### config.mk
export PLATFORM = sky130hd
export DESIGN_NAME = ram_access_arbiter
export DESIGN_NICKNAME = d
export VERILOG_FILES = /design/src/rtl/ram_access_arbiter.sv
export SDC_FILE = /design/constraint.sdc
export NUM_CORES = 1
export LEC_CHECK = 0
export BUFFER_PORTS_ARGS = -buffer_cell sky130_fd_sc_hd__buf_2
export CAP_MARGIN = 5
export CORE_MARGIN = 2
export CORE_UTILIZATION = 48
export CTS_CLUSTER_DIAMETER = 30
export DETAILED_ROUTE_END_ITERATION = 16
export GPL_TIMING_DRIVEN = 1
export HOLD_SLACK_MARGIN = 0.02
export PLACE_DENSITY = 0.8
export SYNTH_ARGS = -nofsm -noshare
export SYNTH_HDL_FRONTEND = slang
export SYNTH_SLANG_ARGS = --single-unit
### constraint.sdc
create_clock -name clock -period 3.1 [get_ports clock]
set_input_delay 0.62 -clock clock [delete_from_list [all_inputs] [get_ports clock]]
set_output_delay 0.62 -clock clock [all_outputs]
set_load 0.01 [all_outputs]
### src/rtl/ram_access_arbiter.sv
// Round-robin arbiter sharing one single-port RAM among N requesters,
// with read-return routing and a full-memory clear sequencer.
module ram_access_arbiter #(
  parameter int N      = 3,
  parameter int ADDR_W = 5,
  parameter int DATA_W = 10,
  parameter int RD_LAT = 2
) (
  input  logic                  clock,
  input  logic                  reset,
  input  logic                  clear,
  output logic                  busy,
  input  logic [N-1:0]          req,
  input  logic [N-1:0]          wr,
  input  logic [N*ADDR_W-1:0]   addr,
  input  logic [N*DATA_W-1:0]   wdata,
  output logic [N-1:0]          gnt,
  output logic [N-1:0]          rvalid,
  output logic [DATA_W-1:0]     rdata,
  output logic [ADDR_W-1:0]     ram_address,
  output logic [DATA_W-1:0]     ram_data,
  output logic                  ram_wren,
  input  logic [DATA_W-1:0]     ram_q
);

  localparam int IDX_W = (N > 1) ? $clog2(N) : 1;
  localparam int DEPTH = 1 << ADDR_W;

  typedef enum logic {S_IDLE, S_CLEARING} state_t;

  state_t                        r_state, w_state_nxt;
  logic [ADDR_W:0]               r_cnt;
  logic [IDX_W-1:0]              r_ptr, r_gidx, w_win, w_ptr_nxt;
  logic [N-1:0]                  r_gnt, w_elig;
  logic                          w_found, w_last;
  logic [ADDR_W-1:0]             r_addr;
  logic [DATA_W-1:0]             r_data;
  logic                          r_wren;
  logic [RD_LAT-1:0]             r_tag_vld;
  logic [RD_LAT-1:0][IDX_W-1:0]  r_tag_idx;

  assign w_last      = (r_cnt == (ADDR_W+1)'(DEPTH-1));
  assign busy        = (r_state == S_CLEARING);
  assign gnt         = r_gnt;
  assign ram_address = r_addr;
  assign ram_data    = r_data;
  assign ram_wren    = r_wren;
  assign rdata       = ram_q;

  always_ff @(posedge clock or posedge reset) begin
    if (reset) r_state <= S_IDLE;
    else       r_state <= w_state_nxt;
  end

  always_comb begin
    w_state_nxt = r_state;
    case (r_state)
      S_IDLE:     if (clear)  w_state_nxt = S_CLEARING;
      S_CLEARING: if (w_last) w_state_nxt = S_IDLE;
      default:    w_state_nxt = S_IDLE;
    endcase
  end

  // Masking the current grant holder limits each requester to one slot per two cycles.
  always_comb begin
    w_elig  = req & ~r_gnt;
    w_found = 1'b0;
    w_win   = '0;
    for (int o = 0; o < N; o++) begin
      if (!w_found && w_elig[(int'(r_ptr) + o) % N]) begin
        w_found = 1'b1;
        w_win   = IDX_W'((int'(r_ptr) + o) % N);
      end
    end
    w_ptr_nxt = (w_win == IDX_W'(N-1)) ? '0 : w_win + 1'b1;
  end

  always_ff @(posedge clock or posedge reset) begin
    if (reset) begin
      r_cnt     <= '0;
      r_ptr     <= '0;
      r_gidx    <= '0;
      r_gnt     <= '0;
      r_addr    <= '0;
      r_data    <= '0;
      r_wren    <= 1'b0;
      r_tag_vld <= '0;
      r_tag_idx <= '0;
    end else begin
      // Tag pipe keeps running during a clear so earlier reads still return.
      r_tag_vld[0] <= (|r_gnt) & ~r_wren;
      r_tag_idx[0] <= r_gidx;
      for (int s = 1; s < RD_LAT; s++) begin
        r_tag_vld[s] <= r_tag_vld[s-1];
        r_tag_idx[s] <= r_tag_idx[s-1];
      end

      if (r_state == S_CLEARING) begin
        r_addr <= r_cnt[ADDR_W-1:0];
        r_data <= '0;
        r_wren <= 1'b1;
        r_gnt  <= '0;
        r_cnt  <= r_cnt + 1'b1;
      end else if (clear) begin
        r_cnt  <= '0;
        r_gnt  <= '0;
        r_wren <= 1'b0;
      end else if (w_found) begin
        r_addr <= addr[w_win*ADDR_W +: ADDR_W];
        r_data <= wdata[w_win*DATA_W +: DATA_W];
        r_wren <= wr[w_win];
        r_gnt  <= N'(1) << w_win;
        r_gidx <= w_win;
        r_ptr  <= w_ptr_nxt;
      end else begin
        r_gnt  <= '0;
        r_wren <= 1'b0;
      end
    end
  end

  always_comb begin
    rvalid = '0;
    if (r_tag_vld[RD_LAT-1]) rvalid[r_tag_idx[RD_LAT-1]] = 1'b1;
  end

endmodule

==> results of run 1 <==
-- kinds of logic after synthesis --
logic type,after synthesis,share of synthesized area
buffers and inverters,29,0.07734
flip-flops,36,0.3950
multiplexers,11,0.04827
AND/OR/NAND/NOR,84,0.1936
adder cells (fa/ha/maj),5,0.02633
AO/OA/AOI/OAI,77,0.2595
-- layout make-up --
cell class              instances  area [µm²]
clock inverters                 1       30.03
clock buffers                   7       96.34
repair buffers                 82       425.4
inverters                       9       33.78
fillers                       418        1903
well taps                      54       67.56
flip-flops and latches         36       900.9
multi-input cells             177        1204
-- power groups by stage --
stage                     Combinational [mW]  Sequential (mW)  Clock [mW]
after global routing                    1.43            0.736       0.476
after detailed placement                1.28            0.727           0
after floorplan                         1.03            0.711           0
after global placement                  1.26            0.718           0
final                                   1.29            0.720       0.452
after CTS                               1.28            0.719       0.455
-- critical path, cell delays in order, from the launching register on --
cell and delay, ns:
dfrtp_1 0.35, inv_1 0.07, ha_1 0.56, nand4bb_1 0.31, a2bb2oi_1 0.22, or4_1 0.60
nand2_8 0.23, mux2i_1 0.27, a31oi_1 0.13
-- per-stage QoR --
step                      area (µm²)    util  setup slack [ns]  power, mW
after floorplan                 2281       -            0.7345      1.740
after global placement          2631  0.5646            0.3086      1.981
after detailed placement        2631  0.5646            0.2944      2.004
after CTS                       2758  0.5917            0.2933      2.457
after global routing            2758  0.5917            0.1041      2.645
final                           2758  0.5917            0.2380      2.464
-- per-layer routing --
metal,vias up,GRT usage
met4,0,0.07202
met3,11,0.04834
li1,1026,-
met2,92,0.3606
met5,-,0
met1,1045,0.3121
-- worst paths after layout --
kind                                   to  depth (start not counted)
setup / recovery                 ram_wren                          8
min in group asynchronous    r_tag_idx[0]                          3
hold reg to reg              r_tag_idx[3]                          0
max in group asynchronous  ram_address[2]                          3
hold / removal               r_tag_idx[3]                          0
setup reg to reg                 ram_wren                          8
-- registers in the layout, indices dropped and copies added, names as in the netlist --
signal	flops
r_tag_idx	4
r_tag_vld	2
r_cnt	6
r_gidx	2
ram_address	5
ram_wren	1
gnt	3
r_ptr	2
ram_data	10
busy	1
-- cell usage after synthesis, types with 2 or more instances --
cell type	count	area (µm²)
nand2_1	25	93.84
o22ai_1	5	31.28
nor2_1	14	52.55
o21ai_0	15	75.07
ha_1	4	50.05
a21oi_1	17	85.08
a31o_2	4	35.03
inv_1	6	22.52
mux2i_1	11	110.1
nor3b_1	5	37.54
a22o_1	2	17.52
o21a_1	2	15.01
nor2b_1	5	31.28
o211ai_1	8	60.06
nand3_1	17	85.08
a31oi_1	3	18.77
dfrtp_1	36	900.9
buf_4	13	97.59
o211ai_2	3	37.54
clkbuf_1	4	15.01
nand2b_1	4	25.02
buf_2	2	10.01
nor3_1	4	20.02
inv_2	2	7.510
==> key figures, run 1 <==
Power and ir drop
  – Clk pwr share: 0.183
  – Sequential power share: 0.292
  – Sw Share: 0.4298
  – Switch Pwr: between 1 and 1.5 mW
  – Internal power: approximately 1.4 mW
  – Peak supply drop: around 0.45 mV
  – PwrDens: between 800 and 900 nW/µm²
  – Leak: 1.304 nW
  – Comb power frac: 0.524

Timing
  – FMAX: approximately 0.35 GHz
  – Unrepaired setup endpoints after global routing: false
  – Worst Hold Slack: 0.3590 ns
  – Final Cycle Share: 0.9232
  – Sum Neg Setup Slack: 0 ns
  – Final setup viols: 0
  – Skew final: between 0.006 and 0.007 ns
  – Slew HR: 0.4074
  – Worst-Margin Slew: between 0.8 and 0.9 ns
  – Hold Fails Final Rpt: 0
  – Period minus WS final: roughly 2.9 ns
  – Fin. max-slew vios: 0

Final layout
  – Post-route insts no fill: about 370
  – Antenna cells: 0
  – Proportion of layout cells with a drive suffix above 1: 0.3429
  – Most common cell after layout, fill and taps aside: buf_2
  – Commonest cells after routing, fill and taps aside: buf_2, dfrtp_1, nand2_1
  – Area grow syn2layout: 20.90%
  – Layout Nets: between 300 and 400

Floorplan
  – Core box area: 4661 µm²
  – Row count: 25
  – Die H: approximately 73 µm
  – # IOs: just under 100
  – Initial core utilization: 0.4894
  – Die ar.: roughly 5300 µm²
  – Chip Width: roughly 73 µm

Global route
  – Largest net degree at the start of global routing: 37
  – Tot GR Track Use: 0.2274
  – First-pass GRT wire length: between 9000 and 10000 µm
  – Initial antenna violation count: 0
  – Vias in the first global route: roughly 2000
  – Aggregate global routing overflow: 0

Job
  – Max-capacitance violation count: 0

Logic synthesis
  – Seq/Total Area, Yosys: 0.3950
  – Post-synth EDFFs: 0
  – Post-synth net total: 310
  – FF+latch count, synth: 36
  – Async set or reset register ratio after synthesis: 1.000
  – Synthesized netlist cell count: 242
  – Avg Synthesized Cell Area: approximately 9.4 µm²
  – YS warnings: 0
  – Post-synthesis cell area: 2281 µm²
  – Synth unique cells: 55
  – Post-synth top flop: dfrtp_1

Place
  – RD Place Congestion: ~0.95
  – Port Buf Inserts: 76
  – Final HPWL DP: 4483 µm
  – Placed Instances: 358

Setup path
  – R2r startpoint: r_ptr[0]
  – Crit path capture type: flip-flop
  – Slack of the worst reg-to-reg path: 0.24 ns
  – WP data required: approximately 3.3 ns
  – CP arrival: roughly 3.0 ns
  – CP Max Fanout: 14
  – CP Launch Type: flip-flop
  – Path type of the worst setup path: flip-flop to flip-flop
  – Crit path from: r_ptr[0]

Detailed routing
  – Met2 routed WL: 2825 µm
  – Via density: 5.940
  – Routed wl met3: ~370 µm
  – 1st-pass router iterations: 4
  – Routed wire length per instance: 15.98 µm
  – Routed Antenna Nets: 0
  – Metal1 wirelength: between 2000 and 3000 µm
  – Residual DRC: 0
  – Via count: approximately 2200
  – WL final: just under 6000 µm
  – DRT iter0 DRCs: approximately 140
  – Highest routed layer: met4

Clock tree
  – Sink Count: 36
  – Post_cts resized: 0
  – CTS buffer count: 5
  – # hold bufs at CTS: 0
  – Post-CTS setup buffers: 0
  – Clock insertion delay at the later pin of the skew report: ~0.29 ns
  – Clock Tree Root: clkbuf_8
  – Number of H-tree levels: 2
  – CTS max path bufs: 2
  – Clock transition at path regs: approximately 0.07 ns
  – TritonCTS clock tree: done

Min path
  – Hold_sp: r_tag_idx[1]
  – Hold/Removal Path Class: flip-flop to flip-flop

Status
  – Outcome: finished clean
Note: power is estimated with default switching activity, not from simulation.
==> run 2: changes to the inputs <==
--- a/config.mk
+++ b/config.mk
@@ -13,6 +13,7 @@
 export DETAILED_ROUTE_END_ITERATION = 16
 export GPL_TIMING_DRIVEN = 1
 export HOLD_SLACK_MARGIN = 0.02
+export MAX_ROUTING_LAYER = met4
 export PLACE_DENSITY = 0.8
 export SYNTH_ARGS = -nofsm -noshare
 export SYNTH_HDL_FRONTEND = slang
==> run 2 against run 1 <==
Clock power about the same. Sequential cell count did not move. Hold slack worse by 0.0098 ns. Die area is the same. Non-clock buffer count grew 2. Sequential power hardly changed. First-iteration DRC count increased by 21%. Critical path depth is the same. Final cell count increased by 0.55%. Power increased by 0.70%. Clock skew increased by 0.0034 ns.
==> key figures, run 2 (synthesis results as in run 1) <==
Place
  – Port Buf Inserts: between 70 and 80
  – Final HPWL DP: approximately 4500 µm
  – RD Place Congestion: between 0.9 and 1
  – Post-DP Area: 2646 µm²

Final layout
  – Final Cell Area: approximately 2800 µm²
  – Proportion of layout cells with a drive suffix above 1: 0.3471
  – Layout Nets: approximately 380
  – Antenna cells: 0
  – Area grow syn2layout: 21.56%
  – Most common cell after layout, fill and taps aside: buf_2
  – Commonest cells after routing, fill and taps aside: buf_2, dfrtp_1, nand2_1
  – Finished Core Util: 0.5949
  – Flip-flop count of the largest register after layout: 10

Power and ir drop
  – PwrDens: between 800 and 900 nW/µm²
  – Leak: between 1 and 1.5 nW
  – Clk pwr share: 0.183
  – Sw Share: 0.4305
  – Total Power: about 2.5 mW
  – Sequential power share: 0.290
  – Internal power: around 1.4 mW
  – Comb power frac: 0.528
  – Switch Pwr: between 1 and 1.5 mW
  – Peak supply drop: roughly 0.46 mV

Setup path
  – Crit-path cells: inv_1 -> ha_1 -> nand4bb_1 -> a2bb2oi_1 -> or4_1 -> nand2_8 -> mux2i_1 -> o22ai_1
  – Path type of the worst setup path: flip-flop to flip-flop
  – Crit-path slowest cell: or4_1
  – Crit-path max cell delay: approximately 0.59 ns
  – CP top delay family: simple AND/OR/NAND/NOR gates
  – WP data required: 3.23 ns
  – Crit path capture type: flip-flop
  – CP Max Fanout: 14
  – CP arrival: roughly 3 ns
  – CP Launch Type: flip-flop
  – CP Buf/Inv Count: 1

Clock tree
  – Clock transition at path regs: around 0.080 ns
  – Clock insertion delay at the later pin of the skew report: roughly 0.3 ns
  – Post-CTS setup buffers: 0
  – CTS buffer count: 5
  – CTS max path bufs: 2
  – TritonCTS clock tree: done
  – Sink Count: 36
  – Post_cts resized: 0
  – # hold bufs at CTS: 0
  – Clock Tree Root: clkbuf_8
  – Number of H-tree levels: 2

Timing
  – Period minus WS final: 2.909 ns
  – Skew final: between 0.01 and 0.015 ns
  – FMAX: roughly 0.34 GHz
  – Unrepaired setup endpoints after global routing: false
  – Slew HR: 0.3944
  – Hold Fails Final Rpt: 0
  – Sum Neg Setup Slack: 0 ns
  – Fin. max-slew vios: 0
  – Final Cycle Share: 0.9384
  – Final setup viols: 0
  – Worst-Margin Slew: 0.8989 ns

Job
  – Max-capacitance violation count: 0

Floorplan
  – Chip Width: 72.94 µm
  – Die ar.: about 5300 µm²
  – Core box area: roughly 4700 µm²
  – Row count: 25
  – Initial core utilization: 0.4894
  – # IOs: between 90 and 100
  – Die H: ~73 µm

Detailed routing
  – 1st-pass router iterations: 4
  – WL final: a little under 6000 µm
  – DRT iter0 DRCs: between 150 and 200
  – Met2 routed WL: 2948 µm
  – Metal1 wirelength: approximately 2500 µm
  – Via count: about 2200
  – Highest routed layer: met4
  – Via density: around 5.9
  – Routed wire length per instance: ~16 µm
  – Routed wl met3: 373 µm
  – Routed Antenna Nets: 0
  – Residual DRC: 0

Global route
  – Tot GR Track Use: 0.2343
  – Initial antenna violation count: 0
  – Aggregate global routing overflow: 0
  – First-pass GRT wire length: approximately 9200 µm
  – Vias in the first global route: 2019
  – Largest net degree at the start of global routing: 37

Min path
  – Hold/Removal Path Class: flip-flop to flip-flop

Status
  – Outcome: finished clean
==> run 2: cell types whose count changed in the layout (fill, tap and decap cells not counted), sizes merged <==
cell	change
buf	+2
==> run 2: path summary, 6_finish.rpt <==
| kind | start | end | slack (ns) | depth (start not counted) |
|---|---|---|---|---|
| worst max-delay path | r_ptr[0] | ram_data[8] | 0.19 | 8 |
| min in group asynchronous | reset | ram_address[0] | 0.42 | 3 |
| worst min-delay path | r_tag_idx[0] | r_tag_idx[2] | 0.35 | 0 |
| max in group asynchronous | reset | r_ptr[0] | 2.36 | 3 |
| worst min register to register | r_tag_idx[0] | r_tag_idx[2] | 0.35 | 0 |
| worst max register to register | r_ptr[0] | ram_data[8] | 0.19 | 8 |
==> run 2: layer usage <==
metal  up-vias  global-route usage
met4         0             0.09465
met1      1007              0.2939
met5         -                   -
li1       1033                   -
met2       101              0.3747
met3        14             0.04282
==> run 2: metrics by stage <==
stage	hold slack, ns	cells	setup WS (ns)
floorplan	0.3312	242	0.7345
global placement	0.3329	360	0.2892
detailed placement	0.3347	360	0.2832
CTS	0.3506	368	0.2116
global route	0.3651	368	0.04442
finish	0.3492	368	0.1911
==> run 2: power groups by stage <==
stage,Combinational (mW),Clock [mW],Sequential [mW]
floorplan,1.03,0,0.711
global placement,1.28,0,0.719
detailed placement,1.29,0,0.724
CTS,1.30,0.457,0.719
global route,1.42,0.478,0.738
finish,1.31,0.453,0.719
==> run 2: area by class of cell <==
type                    count  area (µm²)
well taps                  54       67.56
inverters                   9       33.78
clock buffers               7       96.34
fillers                   400        1888
repair buffers             84       440.4
multi-input cells         177        1204
clock inverters             1       30.03
flip-flops and latches     36       900.9
